$ cat src/rtl/sigmoid_pkg.sv
// Shared widths, output-max helper and stage-1 record for the sigmoid LUT pipeline.
package sigmoid_pkg;

    localparam int IN_W_D  = 7;
    localparam int OUT_W_D = 7;
    localparam int CNT_W_D = 16;

    function automatic int unsigned OUT_MAX(input int unsigned w);
        return (32'd1 << w) - 32'd1;
    endfunction

    // Stage-1 record; idx is sized for the default input width, which the top's IN_W must match.
    typedef struct packed {
        logic              valid;
        logic              sign;
        logic [IN_W_D-1:0] idx;
    } s1_rec_t;

endpackage

$ cat src/rtl/sigmoid_lut_tbl.sv
// Flop lookup table: synchronous write, asynchronous read, write-first forwarding on same-address collision.
module sigmoid_lut_tbl #(
    parameter int AW = 7,
    parameter int DW = 7
) (
    input  logic          clk,
    input  logic          rst_n,
    input  logic          we,
    input  logic [AW-1:0] waddr,
    input  logic [DW-1:0] wdata,
    input  logic [AW-1:0] raddr,
    output logic [DW-1:0] rdata
);

    localparam int DEPTH = 2 ** AW;

    logic [DW-1:0] mem_q [DEPTH];

    // Table storage, cleared on reset
    always_ff @(posedge clk or negedge rst_n) begin
        if (!rst_n) begin
            for (int i = 0; i < DEPTH; i++) begin
                mem_q[i] <= '0;
            end
        end else if (we) begin
            mem_q[waddr] <= wdata;
        end
    end

    // Read port; a same-cycle write to the read address wins
    always_comb begin
        rdata = mem_q[raddr];
        if (we && (waddr == raddr)) begin
            rdata = wdata;
        end else begin
            rdata = mem_q[raddr];
        end
    end

endmodule

$ cat src/rtl/sigmoid_lut_pipe.sv
// Programmable sigmoid LUT with a 2-stage valid/ready pipeline and saturating lookup counter.
// Optional SIGMOID_LUT_SYMM_EN: signed input, half-depth table, negative side via 1 - sigmoid(|x|).
module sigmoid_lut_pipe
    import sigmoid_pkg::*;
#(
    parameter int IN_W  = IN_W_D,
    parameter int OUT_W = OUT_W_D,
    parameter int CNT_W = CNT_W_D
) (
    input  logic             clk,
    input  logic             rst_n,
    input  logic             tbl_we,
    input  logic [IN_W-1:0]  tbl_addr,
    input  logic [OUT_W-1:0] tbl_wdata,
    input  logic             in_valid,
    output logic             in_ready,
    input  logic [IN_W-1:0]  in_data,
    output logic             out_valid,
    input  logic             out_ready,
    output logic [OUT_W-1:0] out_data,
    output logic [CNT_W-1:0] lookup_cnt
);

`ifdef SIGMOID_LUT_SYMM_EN
    localparam int TBL_AW = IN_W - 1;
`else
    localparam int TBL_AW = IN_W;
`endif
    localparam logic [OUT_W-1:0] OUT_ALL = OUT_W'(OUT_MAX(OUT_W));
    localparam logic [CNT_W-1:0] CNT_SAT = {CNT_W{1'b1}};

    s1_rec_t            s1_q, s1_d;
    logic               out_valid_q, out_valid_d;
    logic [OUT_W-1:0]   out_data_q, out_data_d;
    logic [CNT_W-1:0]   cnt_q, cnt_d;
    logic               adv_s;
    logic               tbl_we_s;
    logic [TBL_AW-1:0]  tbl_waddr_s;
    logic [TBL_AW-1:0]  tbl_raddr_s;
    logic [OUT_W-1:0]   tbl_rdata_s;
    logic [IN_W-1:0]    mag_s;
    logic               sign_s;

    assign adv_s = !out_valid_q || out_ready;

    // Table addressing and stage-1 index/sign derivation
    always_comb begin
`ifdef SIGMOID_LUT_SYMM_EN
        tbl_we_s    = tbl_we && !tbl_addr[IN_W-1];
        tbl_waddr_s = tbl_addr[TBL_AW-1:0];
        sign_s      = in_data[IN_W-1];
        if (in_data[IN_W-1]) begin
            mag_s = (~in_data) + IN_W'(1);
        end else begin
            mag_s = in_data;
        end
        // Magnitude of the most negative code has only its top bit set; clamp it to the last entry.
        if (s1_q.idx[IN_W-1]) begin
            tbl_raddr_s = {TBL_AW{1'b1}};
        end else begin
            tbl_raddr_s = s1_q.idx[TBL_AW-1:0];
        end
`else
        tbl_we_s    = tbl_we;
        tbl_waddr_s = tbl_addr;
        sign_s      = 1'b0;
        mag_s       = in_data;
        tbl_raddr_s = TBL_AW'(s1_q.idx);
`endif
    end

    sigmoid_lut_tbl #(
        .AW (TBL_AW),
        .DW (OUT_W)
    ) u_tbl (
        .clk   (clk),
        .rst_n (rst_n),
        .we    (tbl_we_s),
        .waddr (tbl_waddr_s),
        .wdata (tbl_wdata),
        .raddr (tbl_raddr_s),
        .rdata (tbl_rdata_s)
    );

    // Pipeline advance and saturating lookup counter
    always_comb begin
        s1_d        = s1_q;
        out_valid_d = out_valid_q;
        out_data_d  = out_data_q;
        cnt_d       = cnt_q;
        if (adv_s) begin
            s1_d.valid  = in_valid;
            s1_d.sign   = sign_s;
            s1_d.idx    = IN_W_D'(mag_s);
            out_valid_d = s1_q.valid;
            if (s1_q.valid) begin
                out_data_d = s1_q.sign ? (OUT_ALL - tbl_rdata_s) : tbl_rdata_s;
            end else begin
                out_data_d = out_data_q;
            end
        end else begin
            s1_d        = s1_q;
            out_valid_d = out_valid_q;
            out_data_d  = out_data_q;
        end
        if (out_valid_q && out_ready && (cnt_q != CNT_SAT)) begin
            cnt_d = cnt_q + CNT_W'(1);
        end else begin
            cnt_d = cnt_q;
        end
    end

    // Pipeline and counter registers
    always_ff @(posedge clk or negedge rst_n) begin
        if (!rst_n) begin
            s1_q        <= '0;
            out_valid_q <= 1'b0;
            out_data_q  <= '0;
            cnt_q       <= '0;
        end else begin
            s1_q        <= s1_d;
            out_valid_q <= out_valid_d;
            out_data_q  <= out_data_d;
            cnt_q       <= cnt_d;
        end
    end

    assign in_ready   = adv_s;
    assign out_valid  = out_valid_q;
    assign out_data   = out_data_q;
    assign lookup_cnt = cnt_q;

endmodule

$ cat config.mk
export PLATFORM = sky130hd
export DESIGN_NAME = sigmoid_lut_pipe
export DESIGN_NICKNAME = d
export VERILOG_FILES = /design/src/rtl/sigmoid_pkg.sv /design/src/rtl/sigmoid_lut_tbl.sv /design/src/rtl/sigmoid_lut_pipe.sv
export SDC_FILE = /design/constraint.sdc
export NUM_CORES = 1
export LEC_CHECK = 0
export CORE_ASPECT_RATIO = 1.75
export CORE_MARGIN = 2
export CORE_UTILIZATION = 55
export DETAILED_ROUTE_END_ITERATION = 8
export GPL_ROUTABILITY_DRIVEN = 0
export PLACE_DENSITY = 0.7
export SYNTH_ARGS = -nofsm -noshare
export SYNTH_HDL_FRONTEND = slang
export SYNTH_SLANG_ARGS = --single-unit
$ cat constraint.sdc
create_clock -name clk -period 2.6 [get_ports clk]
set_input_delay 0.78 -clock clk [delete_from_list [all_inputs] [get_ports clk]]
set_output_delay 0.78 -clock clk [all_outputs]
set_load 0.02 [all_outputs]
# --- Yosys cells after proc, flatten, opt, wreduce, memory -nomap -nowiden ---
# Index checks and enable logic that the tools add are counted.
totals:
  ff_bits: 928
  wordCells: 155
op_classes:
  addsub: 1
  order_cmp: 3
  eq_ne: 2
  n_mux: 7
  bitwise_logic: 2
  n_reduce_logical: 7
op_table:
  columns: ["op", "count"]
  rows:
  - ["$bwmux W896", 1]
  - ["$bmux W7 S7", 1]
  - ["$demux W7 S7", 1]
  - ["$mux W7", 4]
  - ["$add A16 B1 Y16 const B", 1]
  - ["$ge A8 B8 Y1 const B", 2]
  - ["$ne A16 B16 Y1 const B", 1]
  - ["$not A7 Y8", 2]
  - ["$lt A8 B1 Y1 const B", 1]
  - ["$eq A7 B7 Y1", 1]
  - ["$logic_and A1 B1 Y1", 4]
  - ["$reduce_and A2 Y1", 1]
  - ["$logic_not A1 Y1", 1]
  - ["$logic_or A1 B1 Y1", 1]

# --- Depth between registers and ports, before layout ---
# Gate-level depths: netlist of run 1.
logic_depth:
  ltp_word: 6
  depth_mapped: 11
  mapped_depth_nobuf: 7

# --- Modules after synthesis ---
# From an unflattened synthesis of run 1, not the netlist that was laid out.
unflattened:
  cells_unflattened: 2959
  area_unflattened_um2: 42962.5
by_module_without_submodules:
  columns: ["mod", "instances", "cells_per_inst", "area_per_inst_um2", "seq_area_each_um2"]
  rows:
  - ["sigmoid_lut_tbl", 1, 2856, 41568.6, 22421.5]
  - ["sigmoid_lut_pipe", 1, 103, 1393.8, 800.8]

# --- Least setup slack after synthesis of run 1 ---
# No wires, ideal clock.
synth_path:
  path_type: "input-to-reg"
  startpoint: "input port tbl_addr[3]"
  endpoint: "register u_tbl.mem_q[840] (netlist bit)"
  arrival_ps: 2374
  t_required_ps: 2472
  slack_ps: 98
  cell_stages: 5
  path_cell_list: "buf_2 nor4_2 nor2b_1 buf_2 mux2_1"
synth_between:
  elab_chain_len: 6
  elab_cells_between_ends: 7
synth_lines:
  columns: ["element", "line", "source"]
  rows:
  - ["from (decl)", "sigmoid_lut_pipe.sv:13", "input logic [IN_W-1:0] tbl_addr,"]
  - ["$not A7 Y8 (implied by the code) (*)", "sigmoid_lut_tbl.sv:26", "mem_q[waddr] <= wdata;"]
  - ["$ge A8 B8 Y1 (implied by the code) / $lt A8 B1 Y1 (equally long branches)", "sigmoid_lut_tbl.sv:26", null]
  - ["$logic_and A1 B1 Y1 (implied by the code)", "sigmoid_lut_tbl.sv:26", null]
  - ["$mux W7 (implied by the code)", "sigmoid_lut_tbl.sv:26", null]
  - ["$demux W7 S7 (*)", "sigmoid_lut_tbl.sv:26", null]
  - ["$bwmux W896 (*)", "sigmoid_lut_tbl.sv:26", null]
  - ["to (signal, indexed assignment)", "sigmoid_lut_tbl.sv:26", null]
  - ["to (decl)", "sigmoid_lut_tbl.sv:17", "logic [DW-1:0] mem_q [DEPTH];"]
# Mark *: on every way between the ends. The rest lies on a longest branch, timed or not.
# A chain may end at the register's enable or synchronous reset.

# --- Worst setup path in the final report of run 1 ---
layout_path:
  startpoint: "register s1_q (netlist bit tbl_raddr_s[0])"
  endpoint: "register out_data_q[2] (netlist: out_data[2])"
layout_between:
  elab_chain_len: 5
  elab_cells_between_ends: 7
layout_lines:
  columns: ["element", "line", "source"]
  rows:
  - ["from (decl)", "sigmoid_lut_pipe.sv:32", "s1_rec_t s1_q, s1_d;"]
  - ["from (signal assigned)", "sigmoid_lut_pipe.sv:116", "s1_q <= '0;"]
  - ["from (signal assigned)", "sigmoid_lut_pipe.sv:121", "s1_q <= s1_d;"]
  - ["$not A7 Y8", null, null]
  - ["$bmux W7 S7", null, null]
  - ["$mux W7 (implied by the code) (2 in a row)", "sigmoid_lut_tbl.sv:36", "rdata = mem_q[raddr];"]
  - ["$mux W7 (*)", "sigmoid_lut_tbl.sv:33", "if (we && (waddr == raddr)) begin"]
  - ["to (signal assigned)", "sigmoid_lut_pipe.sv:123", "out_data_q <= out_data_d;"]
  - ["to (decl)", "sigmoid_lut_pipe.sv:34", "logic [OUT_W-1:0] out_data_q, out_data_d;"]
# Mark *: on every way between the ends. The rest lies on a longest branch, timed or not. The select of a mux whose other input is x is not followed.

==> flow_summary.toml, run 1 <==
[critical_path]
end_kind = "flip-flop"
arrival_ns = 3.21
crit_path_start_kind = "flip-flop"
crit_type = "reg -> reg"
worstPathRequired_ns = 3.18
critPathMaxFanout = 5

[logic_synthesis]
netlist_instances = 2956
syn-num-nets = 2983
syn_area_um2 = 43100
seq_area_frac_synth_pct = 53.9
ys_warn_count = 0
synth-edff-count = 0
synth_top_flop_cell = "dfrtp_1"
synth-seq-cells = 928
ys_types = 61
async_reset_ff_share_pct = 100
avgSynthCellArea_um2 = 14.6

[power]
p_int_mw = 26.3
p_clk_share_pct = 37.1
pwr-share-comb_pct = 17.0
vdd_drop_max_mv = 0.628
p_total_mw = 35.8
sequentialPowerShare_pct = 45.9
powerDensity_nw_per_um2 = 701
swShare_pct = 26.5
leakagePower_nw = 24.4
switchingPower_mw = 9.50

[sta]
hold_viol_final = 0
finalCritPeriodShare_pct = 101
skew_ns = 0.0304
setup_violations = 3
fmax_mhz = 380
period_minus_slack_ns = 2.63
final.setup.tns_ns = -0.0459
worstMarginPinSlew_ns = 0.850
slew_headroom_pct = 43.3
fin_ws_ns = -0.0343
maxSlewViolCount = 0

[drt]
routed_via_density = 6.28
post_drt_wl_per_cell_um = 28.5
ant_nets = 0
drt-total-wl_mm = 125
num_vias = 27500
dr.pass1.iters = 5
post-route-drc-count = 0
drt_iter0_drc = 1955

[status]
status = "finished, violations left"
violations = "setup timing"

[floorplanning]
die_x_um = 216
io_pins = 51
dieArea_um2 = 80600
start_util_pct = 55.5
die_y_um = 374
core_area_um2 = 77500
num_rows = 135

[layout]
nets = 3307
drive_gt1_share_pct = 51.1
most-common-layout-cells = "dfrtp_1 (925), mux2_2 (902), buf_4 (320), mux2i_1 (154), mux4_2 (148)"
fill_cells = 5425
syn2layout_area_growth_pct = 18.8
mostFrequentLayoutCell = "dfrtp_1"

[placed_design]
hpwl_mm = 86.8
preCtsSetupSlack_ns = -0.621
io_buffers = 50

[hold_path]
hold_path.class = "in -> async"

[global_route]
antenna_found_initial = 2
grt_overflow = 0
grt_pass1_wl_mm = 188
grt_pass1_vias = 29700
grt_max_degree = 67
track_usage_pct = 31.3

[clock_network]
clock_path_buffers = 3
htreeDepth = 3
cts_tree = "done"
insertion_delay_ns = 0.69
root_buffer = "clkbuf_16"
cts_buffers = 86
cts.sinks = 928
clkSlewWorstSetupHoldPaths_ns = 0.07

[run]
cap_violations = 0
-- power groups by stage --
stage | Clock [mW] | Sequential [mW] | Combinational [mW]
after global routing | 14.0 | 16.6 | 6.40
after global placement | 0 | 16.6 | 5.53
after detailed placement | 0 | 16.7 | 5.68
after CTS | 13.5 | 16.4 | 5.87
after floorplan | 0 | 16.5 | 3.35
final | 13.3 | 16.5 | 6.09
-- state kept, by name, summed over array words and instances (netlist names) --
| signal | count |
|---|---|
| lookup_cnt | 16 |
| out_data | 7 |
| out_valid | 1 |
| s1_q | 1 |
| tbl_raddr_s | 7 |
| u_tbl.mem_q | 896 |
-- Yosys cell counts, drive strengths merged (2+ instances only) --
library cell | number | area, µm²
o2111ai | 4 | 35.0
nor4 | 10 | 68.8
or3 | 4 | 25.0
a31oi | 6 | 37.5
xnor2 | 16 | 140
and2 | 5 | 31.3
buf | 85 | 636
nand2 | 133 | 517
o21bai | 4 | 30.0
nand4 | 10 | 62.6
o22a | 7 | 61.3
xor2 | 6 | 52.6
nand3 | 18 | 90.1
or2 | 8 | 50.1
clkbuf | 139 | 522
a211oi | 3 | 27.5
and4 | 2 | 17.5
dfrtp | 928 | 23200
nor3 | 37 | 230
inv | 2 | 7.51
and3 | 6 | 37.5
nand2b | 16 | 100
a22oi | 20 | 150
mux2 | 913 | 10300
nor2 | 90 | 418
o211ai | 9 | 67.6
o221ai | 27 | 236
nor2b | 20 | 125
a21oi | 22 | 110
mux2i | 162 | 1620
or3b | 2 | 17.5
mux4 | 150 | 3410
o22ai | 47 | 294
a2111oi | 9 | 97.6
o21ai | 26 | 130
-- path summary, 6_finish.rpt --
check	start	to	slack, ns	cells after the start
min in group clk	u_tbl.mem_q[842]	u_tbl.mem_q[842]	0.49	1
max	tbl_raddr_s[0]	out_data[2]	-0.03	9
max reg2reg	tbl_raddr_s[0]	out_data[2]	-0.03	9
min reg2reg	u_tbl.mem_q[842]	u_tbl.mem_q[842]	0.49	1
max in group asynchronous	rst_n	u_tbl.mem_q[31]	1.62	3
min	rst_n	u_tbl.mem_q[835]	0.01	1
-- cell families after synthesis --
group	share of synthesized area (%)
flip-flops	53.9
buffers and inverters	2.71
adder cells (fa/ha/maj)	0.0291
multiplexers	35.6
XOR/XNOR	0.448
AO/OA/AOI/OAI	3.14
AND/OR/NAND/NOR	4.18
-- cell type report --
class,count,area (µm²),area share (%)
multi-input cells,1801,18900,36.9
well taps,1027,1280,2.51
diodes,1,2.50,0.00489
inverters,3,11.3,0.0220
repair buffers,460,4790,9.37
clock inverters,32,397,0.775
clock buffers,124,2550,4.98
flip-flops and latches,928,23200,45.4
-- critical path, cell delays in order (launching register included) --
cell,delay [ns]
dfrtp_4,0.53
buf_12,0.17
buf_12,0.12
buf_16,0.15
mux4_2,0.53
mux2i_1,0.16
o22a_2,0.23
o22a_1,0.25
o2111ai_2,0.18
and3_1,0.21
-- layer usage --
| layer | GRT usage, % | up-vias | routed length (µm) | part of all wire (%) |
|---|---|---|---|---|
| met2 | 54.5 | 908 | 64100 | 51 |
| met1 | 35.9 | 14700 | 45100 | 36 |
| met3 | 4.40 | 352 | 5980 | 4.8 |
| met4 | 21.0 | 0 | 9420 | 7.6 |
| li1 | - | 11600 | - | - |
| met5 | 0 | - | 0 | 0 |
-- repair_timing --
item,CTS,global route
resized for setup,44,58
cloned,4,3
setup buffers,8,22
pin swaps,6,15
hold buffers,0,0
endpoints found under the setup margin,11,8
-- metrics by stage --
step | std cells | cell area [µm²] | hold WS (ns) | utilization [%]
2_1_floorplan | 2956 | 43100 | 0.453 | -
3_3_place_gp | 4182 | 47400 | 0.462 | 61.2
3_5_place_dp | 4183 | 47400 | 0.471 | 61.2
4_1_cts | 4351 | 50700 | 0.00399 | 65.4
5_1_grt | 4376 | 51100 | 0.0320 | 66.0
6_report | 4376 | 51100 | 0.00979 | 66.0
(Power assumes the default switching activity.)
==> run 2, diff against run 1 <==
- PLACE_DENSITY: 0.7 -> 0.71
- SYNTH_HIERARCHICAL: not set -> 1
==> run 2 against run 1 <==
Against the previous run:
- the flow still finishes with violations (setup timing)
- area after synthesis shrank 0.22%
- register-to-register slack got worse by 0.28 ns
- wire length fell by 3.8%
- combinational power rose by 3%
- clock power is essentially flat
- worst hold slack better by 0.47 ns
- final area up 0.31%
- worst setup slack lost 0.28 ns
- total power increased by 0.19%
- count of clock-buffer cells in the layout down 9
- first-iteration DRC count decreased by 3.9%
- sequential power barely moved
- critical path type unchanged
- critical endpoint is now out_data[6]
==> flow_summary.toml, run 2 <==
[logic_synthesis]
synth.most_common_cell = "dfrtp_1"
seq_area_frac_synth_pct = 54.1
yosys-top-cells-area = "dfrtp_1 (54%), mux2_2 (23%), mux4_2 (9.3%)"
synth-edff-count = 0
syn_area_um2 = 43000
netlist_instances = 2959
synth-seq-cells = 928
synth_top_area_cell = "dfrtp_1"
netlist_top_cells_count = "dfrtp_1 (928), mux2_2 (883), nand2_1 (196), mux4_2 (177), clkbuf_1 (135)"
synth_top_area_share_pct = 54.1
synth_top_flop_cell = "dfrtp_1"
avgSynthCellArea_um2 = 14.5
async_reset_ff_share_pct = 100
ys_types = 65
syn-num-nets = 2986
ys_warn_count = 6

[critical_path]
worstPathRequired_ns = 3.18
reg2reg_to = "out_data[6]"
worstPathCellList = "buf_4 > buf_12 > buf_12 > buf_4 > mux4_2 > mux2_2 > o22ai_1 > nor4_2 > o22ai_1 > a21oi_2 > mux2_4"
critPathMaxStageDelay_ns = 0.51
arrival_ns = 3.49
rr_worst_depth = 11
crit_path_start_kind = "flip-flop"
end_kind = "flip-flop"
critPathMaxFanout = 8
crit_slowest_cell = "dfrtp_4"
r2r-start = "tbl_raddr_s[0]"
r2r_slack_ns = -0.31
crit_type = "reg -> reg"

[hold_path]
min-delay-start = "u_tbl/mem_q[343]"
worst_hold_path.endpoint = "u_tbl/mem_q[343]"
whs_path_depth = 2
hold_path.class = "reg -> reg"

[global_route]
antenna_found_initial = 2
grt_pass1_wl_mm = 184
track_usage_pct = 30.3
grt_max_degree = 95
grt_pass1_vias = 30300
grt_overflow = 0

[drt]
drt_iter0_drc = 1878
ant_nets = 0
routed_via_density = 6.25
post_drt_wl_per_cell_um = 27.2
num_vias = 27600
post-route-drc-count = 0
drt-total-wl_mm = 120
dr.pass1.iters = 6

[power]
p_int_mw = 26.2
powerDensity_nw_per_um2 = 700
sequentialPowerShare_pct = 45.9
pwr-share-comb_pct = 17.5
vdd_drop_max_mv = 0.834
leakagePower_nw = 24.4
p_clk_share_pct = 36.6
p_total_mw = 35.9
swShare_pct = 26.9
switchingPower_mw = 9.67

[sta]
worstMarginPinSlew_ns = 0.714
finalCritPeriodShare_pct = 112
fmax_mhz = 343
slew_headroom_pct = 52.4
fin_ws_ns = -0.314
final.setup.tns_ns = -1.81
maxSlewViolCount = 0
skew_ns = 0.0400
hold_viol_final = 0
rsz0062_at_grt = "true"
hold_slack_ns = 0.476
setup_violations = 7
period_minus_slack_ns = 2.91

[layout]
regMostFlops = "u_tbl/mem_q"
syn2layout_area_growth_pct = 19.4
most-common-layout-cells = "dfrtp_1 (924), mux2_2 (872), buf_4 (358), nand2_1 (195), mux4_2 (181)"
n_antenna_cell = 0
nets = 3344
drive_gt1_share_pct = 51.4
final_core_util_pct = 66.3
mostFrequentLayoutCell = "dfrtp_1"
largest_reg_flops = 896
fin_area_um2 = 51300
fin_cells = 4411

[placed_design]
io_buffers = 50
placed_cells = 4216
placed_area_um2 = 47400
hpwl_mm = 82.9
preCtsSetupSlack_ns = -0.618

[floorplanning]
die_x_um = 215
io_pins = 51
num_rows = 135
dieArea_um2 = 80500
core_area_um2 = 77400
start_util_pct = 55.5
die_y_um = 374

[clock_network]
cts_tree = "done"
root_buffer = "clkbuf_16"
clkSlewWorstSetupHoldPaths_ns = 0.07
htreeDepth = 3
cts_buffers = 85
cts.sinks = 928
clock_path_buffers = 3
insertion_delay_ns = 0.69

[status]
status = "finished, violations left"
violations = "setup timing"

[run]
cap_violations = 0
-- run 2: changes by cell type in the layout (fill, tap and decap cells not counted), sizes merged, moves of 17 or more --
cell,previous run,this run
mux2i,162,79
o21ai,26,90
nand2,133,196
mux4,150,184
buf,414,443
mux2,913,884
a211oi,3,30
nor2,90,65
o221ai,27,6
o22ai,47,27
nor3,37,20
-- run 2: routing by layer --
metal,vias to the layer above,global-route usage [%],routed length [µm]
met5,-,0,40
met4,6,17.5,7410
met3,357,4.79,6600
met2,956,53.4,62700
met1,14600,35.1,43100
li1,11600,-,-
-- run 2: layout make-up --
| type | instances | area (µm²) |
|---|---|---|
| sequential | 928 | 23200 |
| clock inverter | 39 | 548 |
| inverter | 3 | 11.3 |
| timing repair buffer | 488 | 4800 |
| tap | 1027 | 1280 |
| multi-input combinational | 1811 | 19000 |
| fill | 5487 | 26100 |
| clock buffer | 115 | 2390 |
-- run 2: kinds of logic (layout without fill, tap and decap cells) --
| family | Yosys count | in the layout | share of synthesized area [%] |
|---|---|---|---|
| mux | 1147 | 1147 | 34.7 |
| fa+ha+maj | 1 | 1 | 0.0291 |
| xor+xnor | 21 | 21 | 0.428 |
| simple gates | 400 | 400 | 4.47 |
| buf+inv | 220 | 645 | 2.66 |
| compound gates | 242 | 242 | 3.63 |
| flops | 928 | 928 | 54.1 |
-- run 2: critical path, delay by kind of cell, from the launching register on --
family | cells | cell delay, ns
flip-flops | 1 | 0.51
AND/OR/NAND/NOR | 1 | 0.13
buffers and inverters | 4 | 0.59
AO/OA/AOI/OAI | 3 | 0.55
multiplexers | 3 | 1.02
-- run 2: timing repair --
action / in CTS / in global routing
pin swaps: 13 / 18
endpoints found under the hold margin: 18 / 0
gates resized for setup: 90 / 54
cloned: 4 / 0
hold buffers: 1 / 0
setup buffers: 23 / 16
endpoints found under the setup margin: 20 / 8
-- run 2: worst max path at each step --
stage                              to  slack (ns)  cells past startpoint            from
after floorplan           out_data[0]        0.07                      9     tbl_addr[0]
after detailed placement  out_data[0]       -0.62                      8  tbl_raddr_s[0]
after global placement    out_data[0]       -0.58                      8  tbl_raddr_s[0]
after CTS                 out_data[0]       -0.23                     10  tbl_raddr_s[2]
after global routing      out_data[6]       -0.36                     11  tbl_raddr_s[0]
final                     out_data[6]       -0.31                     11  tbl_raddr_s[0]
-- run 2: power by group through the flow --
stage	Clock, mW	Combinational [mW]	Sequential [mW]
6_report	13.1	6.29	16.5
5_1_grt	13.9	6.62	16.6
4_1_cts	13.4	6.05	16.5
3_5_place_dp	0	5.70	16.8
3_3_place_gp	0	5.54	16.6
2_1_floorplan	0	3.46	16.5
==> run 3, diff against run 2 <==
- CORE_UTILIZATION: 55 -> 60
- PLACE_DENSITY: 0.71 -> 0.77
==> run 3 against run 2 <==
Against the previous run:
- the flow still finishes with violations (setup timing)
- fmax increased by 1.8%
- first-iteration DRC count increased by 16%
- sequential cell count unchanged
- die area decreased by 8.2%
- wire length decreased by 0.54%
- worst hold slack about the same
- critical endpoint is now out_data[0]
==> flow_summary.toml, run 3 (synthesized netlist as in run 2, its figures left out) <==
[critical_path]
critPathMaxFanout = 6
worstPathRequired_ns = 3.17
crit_path_frequent_cell = "buf_12"
worstPathCellList = "buf_12 > buf_12 > mux4_2 > mux2i_1 > nand2_1 > o21ai_4 > buf_4 > a2111oi_0 > o32a_1 > mux2_2"
end_kind = "flip-flop"
critPathMaxStageDelay_ns = 0.51
arrival_ns = 3.43
crit_slowest_cell = "dfrtp_4"
crit_type = "reg -> reg"
crit_path_start_kind = "flip-flop"
worst-path-buf-inv = 3
cp_top_family = "multiplexers"

[sta]
setup_violations = 7
worstMarginPinSlew_ns = 0.787
fmax_mhz = 349
slew_headroom_pct = 46.2
period_minus_slack_ns = 2.86
fin_ws_ns = -0.262
rsz0062_at_grt = "true"
hold_slack_ns = 0.475
maxSlewViolCount = 0
skew_ns = 0.0263
hold_viol_final = 0
finalCritPeriodShare_pct = 110

[floorplanning]
io_pins = 51
die_y_um = 358
core_area_um2 = 70900
dieArea_um2 = 73800
start_util_pct = 60.6
num_rows = 129
die_x_um = 206

[global_route]
grt_max_degree = 93
grt_pass1_wl_mm = 182
antenna_found_initial = 2
grt_pass1_vias = 30300
track_usage_pct = 33.1
grt_overflow = 0

[hold_path]
hold_path.class = "reg -> reg"

[clock_network]
cts_buffers = 82
htreeDepth = 3
clkSlewWorstSetupHoldPaths_ns = 0.07
cts_tree = "done"
clock_path_buffers = 3
insertion_delay_ns = 0.68
root_buffer = "clkbuf_16"
cts.sinks = 928

[layout]
fin_cells = 4264
regMostFlops = "u_tbl/mem_q"
drive_gt1_share_pct = 51.4
final_core_util_pct = 72.0
n_antenna_cell = 0
mostFrequentLayoutCell = "dfrtp_1"
syn2layout_area_growth_pct = 18.8
most-common-layout-cells = "dfrtp_1 (925), mux2_2 (871), buf_4 (313), nand2_1 (194), mux4_2 (179)"
fill_cells = 4312
nets = 3311
largest_reg_flops = 896

[drt]
post_drt_wl_per_cell_um = 28.0
post-route-drc-count = 0
drt_iter0_drc = 2171
ant_nets = 0
num_vias = 27500
routed_via_density = 6.45
drt-total-wl_mm = 119
dr.pass1.iters = 5

[status]
status = "finished, violations left"
violations = "setup timing"

[placed_design]
placed_cells = 4086
hpwl_mm = 81.3
preCtsSetupSlack_ns = -0.580
io_buffers = 50

[power]
p_total_mw = 35.4
powerDensity_nw_per_um2 = 693
vdd_drop_max_mv = 0.678
leakagePower_nw = 24.2

[run]
cap_violations = 0
run 3: changes by cell type in the layout (fill, tap and decap cells not counted), sizes merged, moves of 2 or more:
cell           before  now
dlygate4sd2        12    7
buf               443  412
clkbuf            115  121
clkinv             26   17
clkdlybuf4s50      28   32
clkinvlp            0    2
bufinv              9    5
bufbuf              3    1
run 3: repair_timing:
action | in CTS | in global routing
buffers inserted | 22 | 6
setup endpoints to repair | 15 | 18
hold buffers | 1 | 0
gates cloned | 3 | 3
resized for setup | 96 | 69
endpoints found under the hold margin | 10 | 0
pin swaps | 12 | 14
run 3: worst register-to-register path: cells and delay by family (launching register included):
kind            cells  cell delay (ns)
compound gates      3             0.57
buf+inv             3             0.46
flops               1             0.51
mux                 3             1.06
simple gates        1             0.15
run 3: worst paths after layout:
check	to	depth (start not counted)	slack [ns]	start
worst max register to register	out_data[0]	10	-0.26	tbl_raddr_s[0]
min in group asynchronous	u_tbl/mem_q[666]	2	0.60	rst_n
worst min register to register	u_tbl/mem_q[399]	2	0.48	u_tbl/mem_q[399]
max in group asynchronous	u_tbl/mem_q[53]	4	1.07	rst_n
worst max-delay path	out_data[0]	10	-0.26	tbl_raddr_s[0]
worst min-delay path	u_tbl/mem_q[399]	2	0.48	u_tbl/mem_q[399]
run 3: power by group:
part           internal [mW]  switching [mW]  total [mW]
Sequential              15.7           0.810        16.5
Clock                   6.97            5.49        12.5
Combinational           3.17            3.24        6.41
Total                   25.8            9.54        35.4
run 3: per-stage QoR:
step	cell area [µm²]	TNS (ns)
floorplan	43000	0
global placement	47200	-213.67
detailed placement	47200	-248.20
CTS	50600	-1.30
global route	51000	-1.83
finish	51000	-1.51
run 3: metal layers:
layer	wire [µm]	up-vias	part of all wire [%]	global-route usage, %
li1	-	11600	-	-
met1	41700	14500	35	38.1
met2	61200	1035	51	56.6
met3	6920	402	5.8	5.38
met4	9380	2	7.9	23.1
met5	13	-	0.011	0
run 3: area by class of cell:
type | instances | area [µm²] | share of cell area (%)
Clock inverter | 29 | 320 | 0.627
Clock buffer | 118 | 2410 | 4.72
Tap cell | 917 | 1150 | 2.25
Sequential cell | 928 | 23200 | 45.5
Multi-Input combinational cell | 1811 | 19200 | 37.6
Timing Repair Buffer | 458 | 4720 | 9.24
Inverter | 3 | 11.3 | 0.0221
